File: src/rtl/dff_bank_arbiter_pkg.sv
// Shared types and the round-robin pick helper for the flip-flop bank arbiter.
package dff_bank_arbiter_pkg;

    localparam int DEFAULT_N     = 4;
    localparam int DEFAULT_WIDTH = 8;
    localparam int MAX_N         = 8;
    localparam int MAX_IDW       = 3;

    typedef enum logic {
        IDLE   = 1'b0,
        LOCKED = 1'b1
    } state_t;

    typedef struct packed {
        logic               valid;
        logic [MAX_IDW-1:0] idx;
    } pick_t;

    // First set bit of vec scanning upward from ptr, wrapping at n.
    function automatic pick_t rr_pick(input logic [MAX_N-1:0]   vec,
                                      input logic [MAX_IDW-1:0] ptr,
                                      input int unsigned        n);
        pick_t              r;
        logic [MAX_IDW-1:0] cand;
        r = '0;
        for (int unsigned off = 0; off < MAX_N; off++) begin
            cand = MAX_IDW'((32'(ptr) + off) % n);
            if (!r.valid && off < n && vec[cand]) begin
                r.valid = 1'b1;
                r.idx   = cand;
            end
        end
        return r;
    endfunction

endpackage

File: src/rtl/dff_bank_arbiter_dff_reg.sv
// Shared WIDTH-bit storage register with synchronous reset and load enable.
module dff_reg #(
    parameter int WIDTH = 8
) (
    input  logic             clk,
    input  logic             reset,
    input  logic             en,
    input  logic [WIDTH-1:0] d,
    output logic [WIDTH-1:0] q,
    output logic [WIDTH-1:0] qbar
);

    always_ff @(posedge clk) begin
        if (reset)
            q <= '0;
        else if (en)
            q <= d;
    end

    assign qbar = ~q;

endmodule

File: src/rtl/dff_bank_arbiter.sv
// Round-robin arbiter granting N requesters write access to one shared register,
// with an optional lock that keeps ownership across back-to-back writes.
module dff_bank_arbiter
    import dff_bank_arbiter_pkg::*;
#(
    parameter int N     = DEFAULT_N,
    parameter int WIDTH = DEFAULT_WIDTH,
    parameter int IDW   = $clog2(N)
) (
    input  logic               clk,
    input  logic               reset,
    input  logic [N-1:0]       req,
    input  logic [N-1:0]       lock,
    input  logic [N*WIDTH-1:0] wdata,
    output logic [N-1:0]       gnt,
    output logic [IDW-1:0]     owner,
    output logic               busy,
    output logic [WIDTH-1:0]   Q,
    output logic [WIDTH-1:0]   Qbar
);

    state_t         state, state_next;
    logic [N-1:0]   eligible, gnt_next;
    logic [IDW-1:0] rr_ptr, ptr_next, owner_next, sel, k;
    pick_t          pick;

    // Mask the current grantee so a req still held on its grant cycle is not re-granted.
    assign eligible = req & ~gnt;
    assign pick     = rr_pick(MAX_N'(eligible), MAX_IDW'(rr_ptr), N);
    assign k        = IDW'(pick.idx);
    assign busy     = (state == LOCKED);

    always_ff @(posedge clk) begin
        // NOTE: registers use non-blocking assignments so every flop samples pre-edge values.
        if (reset)
            state <= IDLE;
        else
            state <= state_next;
    end

    always_comb begin
        // NOTE: default every comb output first so no path leaves it unassigned (no latch).
        state_next = state;
        case (state)
            IDLE:    if (pick.valid && lock[k]) state_next = LOCKED;
            LOCKED:  if (!req[owner] || !lock[owner]) state_next = IDLE;
            default: state_next = IDLE;
        endcase
    end

    always_comb begin
        gnt_next   = '0;
        sel        = owner;
        owner_next = owner;
        ptr_next   = rr_ptr;
        case (state)
            IDLE: begin
                if (pick.valid) begin
                    gnt_next[k] = 1'b1;
                    sel         = k;
                    owner_next  = k;
                    ptr_next    = (k == IDW'(N-1)) ? '0 : k + 1'b1;
                end
            end
            LOCKED: begin
                if (req[owner]) gnt_next[owner] = 1'b1;
            end
            default: ;
        endcase
    end

    always_ff @(posedge clk) begin
        if (reset) begin
            gnt    <= '0;
            owner  <= '0;
            rr_ptr <= '0;
        end else begin
            gnt    <= gnt_next;
            owner  <= owner_next;
            rr_ptr <= ptr_next;
        end
    end

    // The register loads on the same edge that raises gnt.
    dff_reg #(.WIDTH(WIDTH)) u_reg (
        .clk  (clk),
        .reset(reset),
        .en   (|gnt_next),
        .d    (wdata[sel*WIDTH +: WIDTH]),
        .q    (Q),
        .qbar (Qbar)
    );

endmodule
File: config.mk
export PLATFORM = sky130hd
export DESIGN_NAME = dff_bank_arbiter
export DESIGN_NICKNAME = d
export VERILOG_FILES = /design/src/rtl/dff_bank_arbiter_pkg.sv /design/src/rtl/dff_bank_arbiter_dff_reg.sv /design/src/rtl/dff_bank_arbiter.sv
export SDC_FILE = /design/constraint.sdc
export NUM_CORES = 1
export LEC_CHECK = 0
export CORE_AREA = 3 3 57 59
export DETAILED_ROUTE_END_ITERATION = 8
export DIE_AREA = 0 0 60 62
export PLACE_DENSITY = 0.81
export REMOVE_ABC_BUFFERS = 1
export SYNTH_ARGS = -nofsm -noshare
export SYNTH_HDL_FRONTEND = slang
export SYNTH_SLANG_ARGS = --single-unit
File: constraint.sdc
create_clock -name clk -period 4.2 [get_ports clk]
set_input_delay 0.63 -clock clk [delete_from_list [all_inputs] [get_ports clk]]
set_output_delay 0.63 -clock clk [all_outputs]
set_load 0.005 [all_outputs]
### Yosys cells after proc, flatten, opt, wreduce, memory -nomap -nowiden

Cells that the tools add are included.

* bits in registers: 17
* bits in latches: 0
* memory bits (writable): 0
* bits in read-only memories: 0
* input bits: 42
* output and inout port bits: 23
* word-level logic and storage cells: 68
* memories kept: 0

* add/sub/neg operators: 4
* $mul: 0
* divide/modulo/power cells: 0
* magnitude comparators: 8
* equality and inequality tests: 1
* shift-type cells: 1
* multiplexer cells: 31
* bitwise operators: 4
* reduce and logical (&&, ||, !) cells: 14

Operators by type and width (count)
* 32-bit by 6-bit indexed part select with 8-bit output: 1
* 4-bit 2-to-1 mux: 6
* 2-bit by 4-bit < comparator with 1-bit output, second input constant: 4
* 1-bit binary-select mux with 2-bit select: 7
* 1-bit 2-to-1 mux: 11
* 8-bit inverter: 1
* 4-bit one-hot mux with 2 select lines: 1
* 1-bit logical AND: 6
* 2-bit by 3-bit < comparator with 1-bit output, second input constant: 2
* 2-bit 2-to-1 mux: 3
* 1-bit zero test: 5
* 2-bit by 1-bit adder with 2-bit output, second input constant: 2
* 2-bit adder, second input constant: 2
* 4-bit bitwise AND: 1
* 1-bit demux with 2-bit select: 2
* 2-bit by 1-bit greater-or-equal comparator with 1-bit output, second input constant: 2
* 4-bit inverter: 1
* 4-bit OR reduction: 1
* 2-bit == test, second input constant: 1
* 1-bit one-hot mux with 2 select lines: 1
* 2-bit AND reduction: 1
* 1-bit logical OR: 1
* 1-bit inverter: 1

### Depth between registers and ports, before layout

Gate-level depths: netlist of the first run.

* depth in word-level cells: 21
* mapped depth: 7
* mapped depth without buffers: 6

### Cells and area by module

From an unflattened synthesis of the first run, not the netlist that was laid out.

* cell total of the unflattened synthesis: 125
* area, all modules: 1198.6 um^2

By module, submodules not included
* dff_bank_arbiter: instances 1, cells an instance 91, area each 883.3 um^2, seq. area each 180.2 um^2
* dff_reg: instances 1, cells an instance 34, area each 315.3 um^2, seq. area each 160.2 um^2

### Worst setup path after synthesis of the first run

Ideal clock, no wire load.

* kind: in2reg
* start point: in req[1]
* end point: reg u_reg.q[0]
* setup time: 0.134 ns
* data arrival time: 2.019 ns
* data required time: 4.066 ns
* setup slack: 2.047 ns
* stages on the path: 6
* path buffers: 1
* cell sequence: nand2b_1 > a41oi_4 > mux2i_4 > buf_6 > mux2i_1 > o221ai_1

* word-level cells in the longest chain between the ends: 20
* elaborated cells between the ends (all ways): 33
* classes of those cells: order compare (2); shift (1); mux (21); bitwise (1); reduce/logical (8)

RTL lines
* from (decl): line dff_bank_arbiter.sv:12 `input logic [N-1:0] req,`
* 4-bit bitwise AND: line dff_bank_arbiter.sv:28 `assign eligible = req & ~gnt;`
* 1-bit binary-select mux with 2-bit select: line dff_bank_arbiter_pkg.sv:28 `if (!r.valid && off < n && vec[cand]) begin`
* 1-bit 2-to-1 mux (not written as such): line dff_bank_arbiter_pkg.sv:28
* 4-bit 2-to-1 mux: line dff_bank_arbiter_pkg.sv:28
* 1-bit zero test: line dff_bank_arbiter_pkg.sv:28
* 1-bit logical AND: line dff_bank_arbiter_pkg.sv:28
* 4-bit 2-to-1 mux: line dff_bank_arbiter_pkg.sv:28
* 1-bit zero test: line dff_bank_arbiter_pkg.sv:28
* [4 not listed]
* 4-bit 2-to-1 mux: line dff_bank_arbiter_pkg.sv:28
* 2-bit by 3-bit < comparator with 1-bit output (not written as such) / 2-bit by 1-bit greater-or-equal comparator with 1-bit output (equally long branches): line dff_bank_arbiter.sv:59 `gnt_next[k] = 1'b1;`
* 1-bit logical AND (not written as such): line dff_bank_arbiter.sv:59
* 1-bit 2-to-1 mux (not written as such): line dff_bank_arbiter.sv:59
* 1-bit demux with 2-bit select: line dff_bank_arbiter.sv:59
* 4-bit 2-to-1 mux: line dff_bank_arbiter.sv:58 `if (pick.valid) begin`
* 4-bit one-hot mux with 2 select lines: line dff_bank_arbiter.sv:56 `case (state)`
* 4-bit OR reduction: line dff_bank_arbiter.sv:88 `.en (|gnt_next),`
* to (signal assigned): line dff_bank_arbiter_dff_reg.sv:15 `q <= '0;`
* to (signal assigned): line dff_bank_arbiter_dff_reg.sv:17 `q <= d;`
* to (decl): line dff_bank_arbiter_dff_reg.sv:9 `output logic [WIDTH-1:0] q,`

Several ways; a longest one is shown, not always the timed one. The select of a mux whose other input is x is not followed.
A chain may end at the register's enable or synchronous reset.

### Final worst setup path of the first run

* start point: in req[2]
* end point: reg u_reg.q[0]

The elaborated chain is that of the path after synthesis.

==> flow_summary.ini, run 1 <==
[clock_network]
cts_tree = done
cts_inserted_buffers = 3
cts-root-buf = clkbuf_4
clk_pin_slew_ns = 0.09
ctsHtreeMaxLevel = 1
clock-sinks = 17
clockBufferDepth = 2
clk_latency_ns = 0.28
cts_hold_buf = 0
post_cts_resized = 0
postCtsSetupBuffers = 0

[sta]
finalHoldViolCount = 0
slew_violations = 0
fin_crit_ns = 2.71
rsz0062_at_grt = no
fin_crit_sh_pct = 64.4
max_freq_mhz = 370
fin_tns_setup_ns = 0
setup_viol = 0
skew_ns = 0.00241
tightest_slew_ns = 0.900
slew_headroom_pct = 39.6
finalWorstSetupSlack_ns = 1.49

[placement]
place.gp.congestion = 0.935
portBuffers = 64
dp_slack_ns = 1.17
dpl.hpwl_mm = 2.56

[hold_path]
whs_path_depth = 2
hold_path_class = flop to flop

[floorplan]
core_area_mm2 = 0.00276
rows = 19
die_width_um = 60
design.die.area_mm2 = 0.00372
ios = 65
initial_core_util_pct = 39.6
die_h_um = 62

[cells_and_area]
fin_nets = 219
antenna_cells = 0
area_delta_synth_final_pct = 62.9
drive_gt1_share_pct = 7.39

[yosys]
synthFlopType = dfxtp_1
synth_warnings = 0
syn_area_mm2 = 0.00109
ys_async_sr_fraction_pct = 0
ys_seq_area_share_pct = 31.2
synth_area_per_cell_um2 = 9.84
synth_edf_count = 0
synthDistinctLibCells = 35
netlist_instances = 111
synth-seq-cells = 17

[setup_path]
crit_required_ns = 4.35
worstPathMaxFanout = 17
worstSetupPathType = input port to flop
rrSetupSlack_ns = 1.96
end_kind = flop
crit_path_start_kind = input port
crit_arrival_ns = 2.86
ff2ff_path_depth = 5

[run]
maxCapViolations = 0

[drt]
drt-initial-drc-count = 23
ant_nets = 0
first_pass_iters = 4
wl_per_cell_um = 15.0
drc = 0
via_count = 1119
drt_wl_total_mm = 3.10
vias_per_cell = 5.41

[pwr]
vdd_drop_max_uv = 335
p_per_area_mw_per_mm2 = 549
clkPwrFrac_pct = 8.5
p_sw_share_pct = 37.5
p_sw_uw = 367
leakage_uw = 0.000728
pwr-share-comb_pct = 62.5
power_frac_seq_pct = 29.0
cellInternalPower_uw = 610

[global_routing]
grt_max_degree = 18
antenna_found_initial = 0
grt_usage_pct = 18.0
grt_pass1_wl_mm = 5.17
grt_pass1_vias = 1206
overflow = 0

[status]
outcome = complete, no violations
-- kinds of logic after synthesis --
| logic type | Yosys count | share of synthesized area, % |
|---|---|---|
| DFF | 17 | 31.2 |
| and+or+nand+nor | 29 | 14.9 |
| muxes | 22 | 23.9 |
| xor gates and xnor gates | 1 | 0.802 |
| AOI/OAI and AO/OA | 26 | 23.0 |
| buffers and inverters | 16 | 6.19 |
-- cells in the final DEF (no fill, tap or decap), types with 2 or more instances in the layout --
cell type and instances:
a21o_1 2, a21oi_1 2, clkbuf_4 3, clkdlybuf4s50_1 64, dfxtp_1 17, inv_1 12
mux2i_1 19, nand2_1 10, nand2b_1 2, nand2b_4 2, nor2_1 5, nor2b_1 2
o221ai_1 10, o22a_1 3, or2_1 2
-- path summary, 6_finish.rpt --
check | end | startpoint
max | u_reg.q[0] | req[2]
min | u_reg.q[4] | u_reg.q[4]
max reg2reg | u_reg.q[0] | gnt[1]
min reg2reg | u_reg.q[4] | u_reg.q[4]
-- sequential cells by signal, indices dropped and copies added (netlist names) --
| name | cells |
|---|---|
| gnt | 4 |
| owner | 2 |
| busy | 1 |
| rr_ptr | 2 |
| u_reg.q | 8 |
-- synthesized netlist by cell type (2+ instances only) --
cell,instances,area share (%)
nand2b_4,2,2.5
dfxtp_1,17,31
nor2_1,5,1.7
mux2i_1,19,17
a21oi_1,2,0.92
o22a_1,3,2.4
a21o_1,2,1.4
clkbuf_1,2,0.69
nand2_1,10,3.4
o221ai_1,10,8.0
nor2b_1,2,1.1
nand2b_1,2,1.1
inv_1,12,4.1
or2_1,2,1.1
-- worst max-delay path, cell delays in order --
cell and delay, ns:
clkdlybuf4s50_1 0.57, nand2b_4 0.10, a41oi_4 0.39, mux2i_4 0.75, mux2i_1 0.28, o221ai_1 0.14
-- power groups by stage --
stage / clock, uW / sequential, uW / combinational (uW)
floorplan: 0 / 276 / 358
global placement: 0 / 283 / 596
detailed placement: 0 / 286 / 613
CTS: 86.4 / 283 / 616
global route: 92.6 / 293 / 669
finish: 82.7 / 283 / 611
-- area by class of cell --
cell class                      count  area, um2
Tap cell                           31       38.8
Fill cell                         226        978
Multi-Input combinational cell     78        684
Inverter                           13       48.8
Clock buffer                        4       26.3
Sequential cell                    17        340
Timing Repair Buffer               64        641
-- metrics by stage --
stage | total power, uW | hold WS [ns] | instances | util, % | cell area, um2
final | 977 | 0.504 | 207 | 64.5 | 1780
after global routing | 1050 | 0.529 | 207 | 64.5 | 1780
after CTS | 986 | 0.508 | 207 | 64.5 | 1780
after detailed placement | 899 | 0.487 | 203 | 63.6 | 1750
after global placement | 880 | 0.473 | 203 | 63.6 | 1750
after floorplan | 634 | 0.479 | 108 | - | 1070
-- per-layer routing --
layer / vias up / GRT usage (%) / wire, um
met3: 2 / 6.40 / 394
li1: 541 / - / -
met1: 508 / 22.6 / 1310
met5: - / 0 / 0
met2: 68 / 29.5 / 1380
met4: 0 / 4.75 / 10
Note: power is estimated with default switching activity, not from simulation.
==> run 2, diff against run 1 <==
Settings changed: CORE_AREA 3 3 57 59 to 3 3 59 61, DIE_AREA 0 0 60 62 to 0 0 62 64, PLACE_DENSITY 0.81 to 0.77.
Clock period 4.2 ns to 2.6 ns, I/O delays scaled along.
==> flow_summary.ini, run 2 (synthesis results as in run 1) <==
[clock_network]
clk_latency_ns = 0.29
clk_pin_slew_ns = 0.09
ctsHtreeMaxLevel = 1
cts_inserted_buffers = 3
cts_tree = done
clockBufferDepth = 2
clock-sinks = 17
postCtsSetupBuffers = 0
cts-root-buf = clkbuf_4
cts_hold_buf = 0
post_cts_resized = 0

[sta]
slew_violations = 0
fin_tns_setup_ns = 0
slew_headroom_pct = 47.1
setup_viol = 0
max_freq_mhz = 424
finalHoldViolCount = 0
skew_ns = 0.00925
fin_crit_ns = 2.36
tightest_slew_ns = 0.777
rsz0062_at_grt = no
fin_crit_sh_pct = 90.8

[setup_path]
crit_required_ns = 2.75
worstPathMaxFanout = 17
crit_arrival_ns = 2.51
end_kind = flop
crit_path_start_kind = input port
worstSetupPathType = input port to flop

[cells_and_area]
fin_nets = 222
top_regs = u_reg.q x8, gnt x4
antenna_cells = 0
area_delta_synth_final_pct = 66.4
nFillCells = 277
multi_input_area_um2 = 684
layout_commonest_cell = clkdlybuf4s50_1
final_util_pct = 60.0
drive_gt1_share_pct = 8.94
seqCellArea_um2 = 340
stdcell_area_mm2 = 0.00182
layout_common_cells = clkdlybuf4s50_1, mux2i_1, dfxtp_1
largest_register = u_reg.q
largest_reg_flops = 8

[drt]
drc = 0
met2_wirelength_mm = 1.57
wl_per_cell_um = 15.2
via_count = 1142
drt_wl_total_mm = 3.38
wl_met1_mm = 1.37
vias_per_cell = 5.12
top_layer = met4
wl_met3_um = 422
ant_nets = 0
drt-initial-drc-count = 26
first_pass_iters = 4

[placement]
place_area_mm2 = 0.00179
place.gp.congestion = 0.847
portBuffers = 64
dpl.hpwl_mm = 2.70

[pwr]
p_per_area_mw_per_mm2 = 893
leakage_uw = 0.000743
vdd_drop_max_uv = 380
power_uw = 1620

[floorplan]
design.die.area_mm2 = 0.00397
ios = 65
die_width_um = 62
core_area_mm2 = 0.00303
die_h_um = 64
initial_core_util_pct = 36.1
rows = 20

[global_routing]
overflow = 0
grt_usage_pct = 18.2
grt_pass1_vias = 1245
grt_max_degree = 18
antenna_found_initial = 0
grt_pass1_wl_mm = 5.50

[run]
maxCapViolations = 0

[hold_path]
hold_path_class = flop to flop

[status]
outcome = complete, no violations
## run 2: cell count changes in the layout (fill, tap and decap cells not counted)
cell / delta
buf_4: +3
## run 2: worst paths after layout
path	endpoint	from	cells past startpoint	slack, ns
min	u_reg.q[6]	u_reg.q[6]	2	0.51
min reg2reg	u_reg.q[6]	u_reg.q[6]	2	0.51
max	u_reg.q[0]	req[1]	6	0.24
max reg2reg	u_reg.q[0]	gnt[1]	5	0.47
## run 2: final cells by class
cell class | instances | share of cell area (%)
multi-input combinational | 78 | 37.6
inverter | 13 | 2.68
timing repair buffer | 67 | 36.5
sequential | 17 | 18.7
clock buffer | 4 | 1.45
tap | 44 | 3.03
## run 2: critical path, stage by stage
cell             delay [ns]
clkdlybuf4s50_1        0.52
nand2b_1               0.17
a41oi_4                0.26
mux2i_4                0.72
mux2i_1                0.30
o221ai_1               0.15
## run 2: routing by layer
metal	up-vias	GRT usage, %
li1	546	-
met1	524	20.8
met2	70	30.6
met4	0	5.31
met3	2	6.87
met5	-	0
## run 2: stage by stage
stage	hold slack, ns	std cells	worst slack (ns)
floorplan	0.459	108	0.612
global placement	0.476	219	0.0680
detailed placement	0.487	219	-0.0688
CTS	0.513	223	0.245
global route	0.551	223	0.127
finish	0.506	223	0.239
## run 2: power breakdown
group | switching [uW] | internal, uW
Combinational | 430 | 592
Clock | 81.5 | 59.5
Sequential | 103 | 357
